`src/rtl/mc_pic_if.sv`:
```
// Bus bundle between the interrupt controller and the cores and sources.
// The "slave" modport is the controller side; dbg_* expose per-core FSM state and ISR.
interface mc_pic_if #(
    parameter int NSRC  = 32,
    parameter int NCORE = 4,
    parameter int PW    = 2
);
    localparam int IW = $clog2(NSRC);

    logic [NSRC-1:0]     irq;
    logic [NSRC-1:0]     imr;
    logic [NSRC*PW-1:0]  prio_cfg;
    logic [NCORE-1:0]    int_req;
    logic [NCORE-1:0]    int_ack;
    logic [NCORE-1:0]    eoi;
    logic [NCORE*IW-1:0] int_id;
    logic [NCORE*32-1:0] vector;
    logic [NCORE-1:0]    vec_valid;
    logic [NCORE*2-1:0]  dbg_state;
    logic [NSRC-1:0]     dbg_isr;

    // Core k handshake: int_req[k] is high exactly while core k holds an
    // unacknowledged request; int_ack[k] is honoured only then. vec_valid[k]
    // is high exactly while in service; eoi[k] is honoured only then.
    modport master (
        output irq, imr, prio_cfg, int_ack, eoi,
        input  int_req, int_id, vector, vec_valid, dbg_state, dbg_isr
    );

    modport slave (
        input  irq, imr, prio_cfg, int_ack, eoi,
        output int_req, int_id, vector, vec_valid, dbg_state, dbg_isr
    );
endinterface

```
`src/rtl/mc_pic.sv`:
```
// Multi-core programmable interrupt controller: priority dispatch to the lowest idle core.
// Optional macro MC_PIC_RR_EN: round-robin tie-break among equal-highest priorities.
module mc_pic #(
    parameter int          NSRC  = 32,
    parameter int          NCORE = 4,
    parameter int          PW    = 2,
    parameter logic [31:0] VBASE = 32'hFFFF_FF00,
    localparam int         IW    = $clog2(NSRC)
) (
    input logic       clk,
    input logic       reset,
    mc_pic_if.slave   pic
);

    typedef enum logic [1:0] {
        IDLE = 2'd0,
        REQ  = 2'd1,
        SERV = 2'd2
    } core_state_e;

    core_state_e       state_q [NCORE];
    core_state_e       state_d [NCORE];
    logic [IW-1:0]     int_id_q [NCORE];
    logic [31:0]       vector_q [NCORE];
    logic [NSRC-1:0]   irr_q, irr_d;
    logic [NSRC-1:0]   isr_q, isr_d;
    logic [NSRC-1:0]   elig;
    logic [NSRC-1:0]   clr;
    logic              win_found;
    logic [IW-1:0]     win_id;
    logic [PW-1:0]     win_prio;
    logic              free_found;
    logic [NCORE-1:0]  disp_oh;
    logic              dispatch;

`ifdef MC_PIC_RR_EN
    logic [IW-1:0]     rr_q;
`endif

    // Winner search: strictly-greater replaces, so the first id visited wins a tie.
    always_comb begin
        elig      = irr_q & pic.imr & ~isr_q;
        win_found = 1'b0;
        win_id    = '0;
        win_prio  = '0;
        for (int j = 0; j < NSRC; j++) begin
            int idx;
`ifdef MC_PIC_RR_EN
            idx = int'(rr_q) + 1 + j;
            if (idx >= NSRC) idx = idx - NSRC;
`else
            idx = j;
`endif
            if (elig[idx] && (!win_found || (pic.prio_cfg[PW*idx +: PW] > win_prio))) begin
                win_found = 1'b1;
                win_id    = idx[IW-1:0];
                win_prio  = pic.prio_cfg[PW*idx +: PW];
            end
        end
    end

    always_comb begin
        disp_oh    = '0;
        free_found = 1'b0;
        for (int k = 0; k < NCORE; k++) begin
            if (!free_found && (state_q[k] == IDLE)) begin
                free_found = 1'b1;
                disp_oh[k] = win_found;
            end
        end
        dispatch = win_found & free_found;
    end

    always_comb begin
        clr = '0;
        if (dispatch) clr[win_id] = 1'b1;
        irr_d = (irr_q & ~clr) | pic.irq;

        isr_d = isr_q;
        for (int k = 0; k < NCORE; k++) begin
            if ((state_q[k] == SERV) && pic.eoi[k]) isr_d[int_id_q[k]] = 1'b0;
        end
        // A dispatched source has isr clear, so it never collides with an eoi clear.
        if (dispatch) isr_d[win_id] = 1'b1;
    end

    // Per-core FSM next state; ack wins over a simultaneous eoi in REQ.
    always_comb begin
        for (int k = 0; k < NCORE; k++) begin
            state_d[k] = state_q[k];
            case (state_q[k])
                IDLE:    if (disp_oh[k])     state_d[k] = REQ;
                REQ:     if (pic.int_ack[k]) state_d[k] = SERV;
                SERV:    if (pic.eoi[k])     state_d[k] = IDLE;
                default:                     state_d[k] = IDLE;
            endcase
        end
    end

    always_ff @(posedge clk or posedge reset) begin
        if (reset) begin
            irr_q <= '0;
            isr_q <= '0;
            for (int k = 0; k < NCORE; k++) begin
                state_q[k]  <= IDLE;
                int_id_q[k] <= '0;
                vector_q[k] <= VBASE;
            end
        end else begin
            irr_q <= irr_d;
            isr_q <= isr_d;
            for (int k = 0; k < NCORE; k++) begin
                state_q[k] <= state_d[k];
                if (disp_oh[k]) int_id_q[k] <= win_id;
                if ((state_q[k] == REQ) && pic.int_ack[k]) vector_q[k] <= VBASE + 32'(int_id_q[k]);
            end
        end
    end

`ifdef MC_PIC_RR_EN
    always_ff @(posedge clk or posedge reset) begin
        if (reset)         rr_q <= '0;
        else if (dispatch) rr_q <= win_id;
    end
`endif

    for (genvar k = 0; k < NCORE; k++) begin : g_out
        assign pic.int_req[k]          = (state_q[k] == REQ);
        assign pic.vec_valid[k]        = (state_q[k] == SERV);
        assign pic.int_id[IW*k +: IW]  = int_id_q[k];
        assign pic.vector[32*k +: 32]  = vector_q[k];
        assign pic.dbg_state[2*k +: 2] = state_q[k];
    end

    assign pic.dbg_isr = isr_q;

endmodule

```
`src/flat_wrapper.sv`:
```
// flat-port wrapper written by rule: the top's interface ports become plain ports
module mc_pic_flat 
#(
    parameter int          NSRC  = 32,
    parameter int          NCORE = 4,
    parameter int          PW    = 2,
    parameter logic [31:0] VBASE = 32'hFFFF_FF00,
    localparam int         IW    = $clog2(NSRC)
)
  (clk, reset, pic_irq, pic_imr, pic_prio_cfg, pic_int_ack, pic_eoi, pic_int_req, pic_int_id, pic_vector, pic_vec_valid, pic_dbg_state, pic_dbg_isr);
  mc_pic_if #(.NSRC(NSRC), .NCORE(NCORE), .PW(PW)) pic_i ();
  input logic clk;
  input logic reset;
  input wire logic [$bits(pic_i.irq)-1:0] pic_irq;
  input wire logic [$bits(pic_i.imr)-1:0] pic_imr;
  input wire logic [$bits(pic_i.prio_cfg)-1:0] pic_prio_cfg;
  input wire logic [$bits(pic_i.int_ack)-1:0] pic_int_ack;
  input wire logic [$bits(pic_i.eoi)-1:0] pic_eoi;
  output wire logic [$bits(pic_i.int_req)-1:0] pic_int_req;
  output wire logic [$bits(pic_i.int_id)-1:0] pic_int_id;
  output wire logic [$bits(pic_i.vector)-1:0] pic_vector;
  output wire logic [$bits(pic_i.vec_valid)-1:0] pic_vec_valid;
  output wire logic [$bits(pic_i.dbg_state)-1:0] pic_dbg_state;
  output wire logic [$bits(pic_i.dbg_isr)-1:0] pic_dbg_isr;
  assign pic_i.irq = pic_irq;
  assign pic_i.imr = pic_imr;
  assign pic_i.prio_cfg = pic_prio_cfg;
  assign pic_i.int_ack = pic_int_ack;
  assign pic_i.eoi = pic_eoi;
  assign pic_int_req = pic_i.int_req;
  assign pic_int_id = pic_i.int_id;
  assign pic_vector = pic_i.vector;
  assign pic_vec_valid = pic_i.vec_valid;
  assign pic_dbg_state = pic_i.dbg_state;
  assign pic_dbg_isr = pic_i.dbg_isr;
  mc_pic #(.NSRC(NSRC), .NCORE(NCORE), .PW(PW), .VBASE(VBASE)) u_core (.clk(clk), .reset(reset), .pic(pic_i));
endmodule
```
`config.mk`:
```
export PLATFORM = sky130hd
export DESIGN_NAME = mc_pic_flat
export DESIGN_NICKNAME = d
export VERILOG_FILES = /design/src/rtl/mc_pic_if.sv /design/src/rtl/mc_pic.sv /design/src/flat_wrapper.sv
export SDC_FILE = /design/constraint.sdc
export NUM_CORES = 1
export LEC_CHECK = 0
export ABC_AREA = 1
export CAP_MARGIN = 20
export CORE_UTILIZATION = 45
export DETAILED_ROUTE_END_ITERATION = 8
export PLACE_DENSITY = 0.8
export SLEW_MARGIN = 25
export SYNTH_ARGS = -nofsm -noshare
export SYNTH_HDL_FRONTEND = slang
export SYNTH_SLANG_ARGS = --single-unit
export TNS_END_PERCENT = 20
```
`constraint.sdc`:
```
create_clock -name clk -period 81 [get_ports clk]
set_clock_uncertainty 0.05 [all_clocks]
set_input_delay 16.2 -clock clk [delete_from_list [all_inputs] [get_ports clk]]
set_output_delay 16.2 -clock clk [all_outputs]
set_load 0.005 [all_outputs]
```
==> run_results.csv <==
group,metric,value,unit
global_routing,grt.met2_usage,0.456,
die,io_pins,334,
clock_network,ctsResizeCount,0,
pwr,comb_power_share,0.767,
cells_and_area,antenna_cells,0,
global_routing,use_met3,0.0650,
logic_synthesis,ys_top_cells_by_count,"nand2_1 (325), inv_1 (228), buf_4 (112), dfrtp_1 (112), o21ai_0 (102)",
clock_network,cts_tree,"built",
setup_path,worstSetupPathType,"in2reg",
logic_synthesis,seq_area_frac_synth,0.290,
placed_design,placed_cell_area,11800,um2
route,route.antenna.remaining_nets,0,
route,routedWlPerCell,15.5,um
clock_network,clock_path_buffers,2,
pwr,power.switching,339,uW
logic_synthesis,post-synth-top-count-cell,"nand2_1",
pwr,p_seq_frac,0.161,
cells_and_area,drive_gt1_frac,0.106,
cells_and_area,postLayoutCellArea,12100,um2
setup_path,crit_path_max_incr_delay,0.49,ns
timing,setup_viol,0,
timing,relSlewSlack,0.452,
global_routing,grtUsageTotal,0.270,
logic_synthesis,yosys-top-cells-area,"dfrtp_1 (29%), nand2_1 (13%), inv_1 (8.9%)",
setup_path,r2r_cells,217,
die,dieArea,22100,um2
setup_path,cp-start-kind,"input port",
setup_path,critPathCaptureType,"flop",
clock_network,cts_buffers,9,
pwr,powerDensity,50.8,nW/um2
global_routing,use_met1,0.344,
global_routing,grt_antenna_before_repair,0,
timing,rsz0062_at_grt,"false",
die,die_h,149,um
setup_path,path_max_fanout,14,
clock_network,clock-root-buffer,"clkbuf_16",
cells_and_area,fin_nets,1814,
logic_synthesis,synth_seq_cells,112,
die,start_util,0.460,
die,rows,53,
clock_network,cts_hold_buf,0,
global_routing,busiest_layer,"met2",
clock_network,post_cts_buffers,0,
timing,fin_crit,50.87,ns
cells_and_area,n_fill_cell,2009,
logic_synthesis,avgSynthCellArea,6.88,um2
timing,drv_slew,0,
logic_synthesis,synth_area_leader_cell,"dfrtp_1",
logic_synthesis,synth_area,9670,um2
timing,tightestPinTransition,0.819,ns
placed_design,port_buffers,225,
logic_synthesis,yosys_warnings,0,
cells_and_area,syn_to_final_growth,25.5,%
die,core_area,21000,um2
setup_path,cp-endpoint,"u_core.irr_q[3]",
logic_synthesis,ys_types,46,
setup_path,critPathMostFrequentCell,"nand2_2",
setup_path,r2r-start,"u_core.pic.dbg_isr[0]",
placed_design,hpwlAfterDp,23800,um
route,vias,9694,
global_routing,grt_max_degree,63,
global_routing,grt_pass1_vias,9089,
timing,hold_violations,0,
pwr,p_sw_frac,0.551,
setup_path,startpoint,"pic_imr[0]",
placed_design,place_inst,1903,
flow_run,max_cap_viol_count,0,
setup_path,crit_arrival,51.09,ns
timing,fin_crit_sh,0.628,
logic_synthesis,synth_ff_type,"dfrtp_1",
setup_path,timing.rr.end,"u_core.irr_q[3]",
setup_path,critPathSlowestCell,"clkdlybuf4s50_1",
logic_synthesis,netlist_instances,1406,
route,drc,0,
min_path,hold_path.class,"reg2reg",
route,wl,29800,um
global_routing,grt_pass1_wl,46400,um
timing,finalSetupTns,0,ns
pwr,p_int,277,uW
placed_design,gpl.final_weighted_congestion,0.979,
die,die_w,149,um
clock_network,insertion_delay,0.37,ns
min_path,worstHoldStart,"u_core.irr_q[6]",
setup_path,r2r_slack,45.97,ns
setup_path,cp.required,81.21,ns
route,drt-pass1-iter-count,6,
global_routing,grt.overflow.total,0,
timing,fmax,19.7,MHz
clock_network,path_clk_slew,0.08,ns
logic_synthesis,synth_edf_count,0,
outcome,status,"complete, no violations",
route,vias_per_cell,5.05,
pwr,clockPowerShare,0.072,
clock_network,h-tree-depth,3,
logic_synthesis,synth_top_cell_area_share,0.290,
route,first_iter_violations,641,
pwr,peakVddDrop,0.0385,mV
pwr,p_leak,0.00628,uW
cells_and_area,finalNonFillerCells,1919,
logic_synthesis,synthArstFlopShare,1.00,
clock_network,clock_sinks,112,
[flip-flops by register name (all words and copies together) (netlist names)]
register              count
u_core.irr_q             32
u_core.pic.dbg_isr       32
u_core.pic.int_id        20
u_core.pic.vector        20
u_core.pic.dbg_state      8
[critical path, delay by kind of cell]
kind | cells | cell delay [ns]
fa+ha+maj | 31 | 8.89
buf+inv | 27 | 2.64
simple gates | 98 | 10.63
compound gates | 61 | 12.67
[final cells by class]
class                   instances  area [um2]  area share
clock buffers                  10         229      0.0189
clock inverters                 6        58.8     0.00485
repair buffers                238        2350       0.194
multi-input cells            1038        5410       0.446
well taps                     275         344      0.0284
inverters                     240         941      0.0776
flip-flops and latches        112        2800       0.231
[power by group through the flow]
stage                     clock [uW]  combinational [uW]  sequential [uW]
after global placement             0                 452             99.3
after floorplan                    0                 312             93.6
after CTS                       45.2                 469             98.4
after global routing            47.7                 520              102
final                           44.5                 472             99.1
after detailed placement           0                 466             99.1
[kinds of logic (layout without fill, tap and decap cells)]
kind of cell,Yosys count,after routing,synth area share
compound gates,210,210,0.126
fa+ha+maj,37,37,0.0479
buf+inv,362,494,0.192
flops,112,112,0.290
other cells,2,108,0.000777
simple gates,683,683,0.344
[worst min path at each step]
stage | to | depth (start not counted)
final | u_core.irr_q[6] | 2
after global routing | u_core.irr_q[6] | 2
after CTS | u_core.irr_q[10] | 2
after detailed placement | u_core.irr_q[10] | 2
after global placement | u_core.irr_q[10] | 2
after floorplan | u_core.irr_q[10] | 2
[layout by cell type (no fill, tap or decap), types with 2 or more instances in the layout]
cell type / netlist / final
a21oi_1: 29 / 29
nand4_1: 16 / 16
inv_4: 2 / 3
a21o_1: 7 / 7
a22oi_1: 15 / 15
nand2_1: 325 / 325
nor3_1: 51 / 51
nand2_2: 82 / 82
or2_2: 9 / 9
clkbuf_16: 0 / 9
inv_2: 6 / 6
o21ai_2: 2 / 2
nand3_2: 19 / 19
o21ai_0: 102 / 102
o21ai_1: 19 / 19
a31oi_1: 2 / 2
buf_4: 112 / 13
nand3_4: 2 / 2
nor4_1: 2 / 2
o31ai_1: 16 / 16
nor2_4: 7 / 7
inv_1: 228 / 227
inv_8: 0 / 3
dfrtp_1: 112 / 112
nand2_4: 10 / 10
inv_6: 1 / 3
nand3_1: 90 / 90
o211ai_1: 3 / 3
clkdlybuf4s50_1: 0 / 225
ha_1: 37 / 37
conb_1: 2 / 108
bufinv_8: 2 / 2
a221oi_1: 10 / 10
nor2_1: 65 / 65
[per-stage QoR]
| step | power (uW) | setup slack (ns) | hold WS [ns] | utilization |
|---|---|---|---|---|
| 2_1_floorplan | 406 | 34.47 | 0.392 | - |
| 3_3_place_gp | 551 | 31.68 | 0.404 | 0.563 |
| 3_5_place_dp | 566 | 29.97 | 0.409 | 0.563 |
| 4_1_cts | 613 | 30.19 | 0.427 | 0.577 |
| 5_1_grt | 670 | 26.56 | 0.443 | 0.577 |
| 6_report | 616 | 30.13 | 0.425 | 0.577 |
[metal layers]
layer	part of all wire	vias to the layer above
li1	-	4783
met4	0.023	0
met5	0	-
met3	0.091	56
met1	0.41	4416
met2	0.47	439
(Power assumes the default switching activity.)
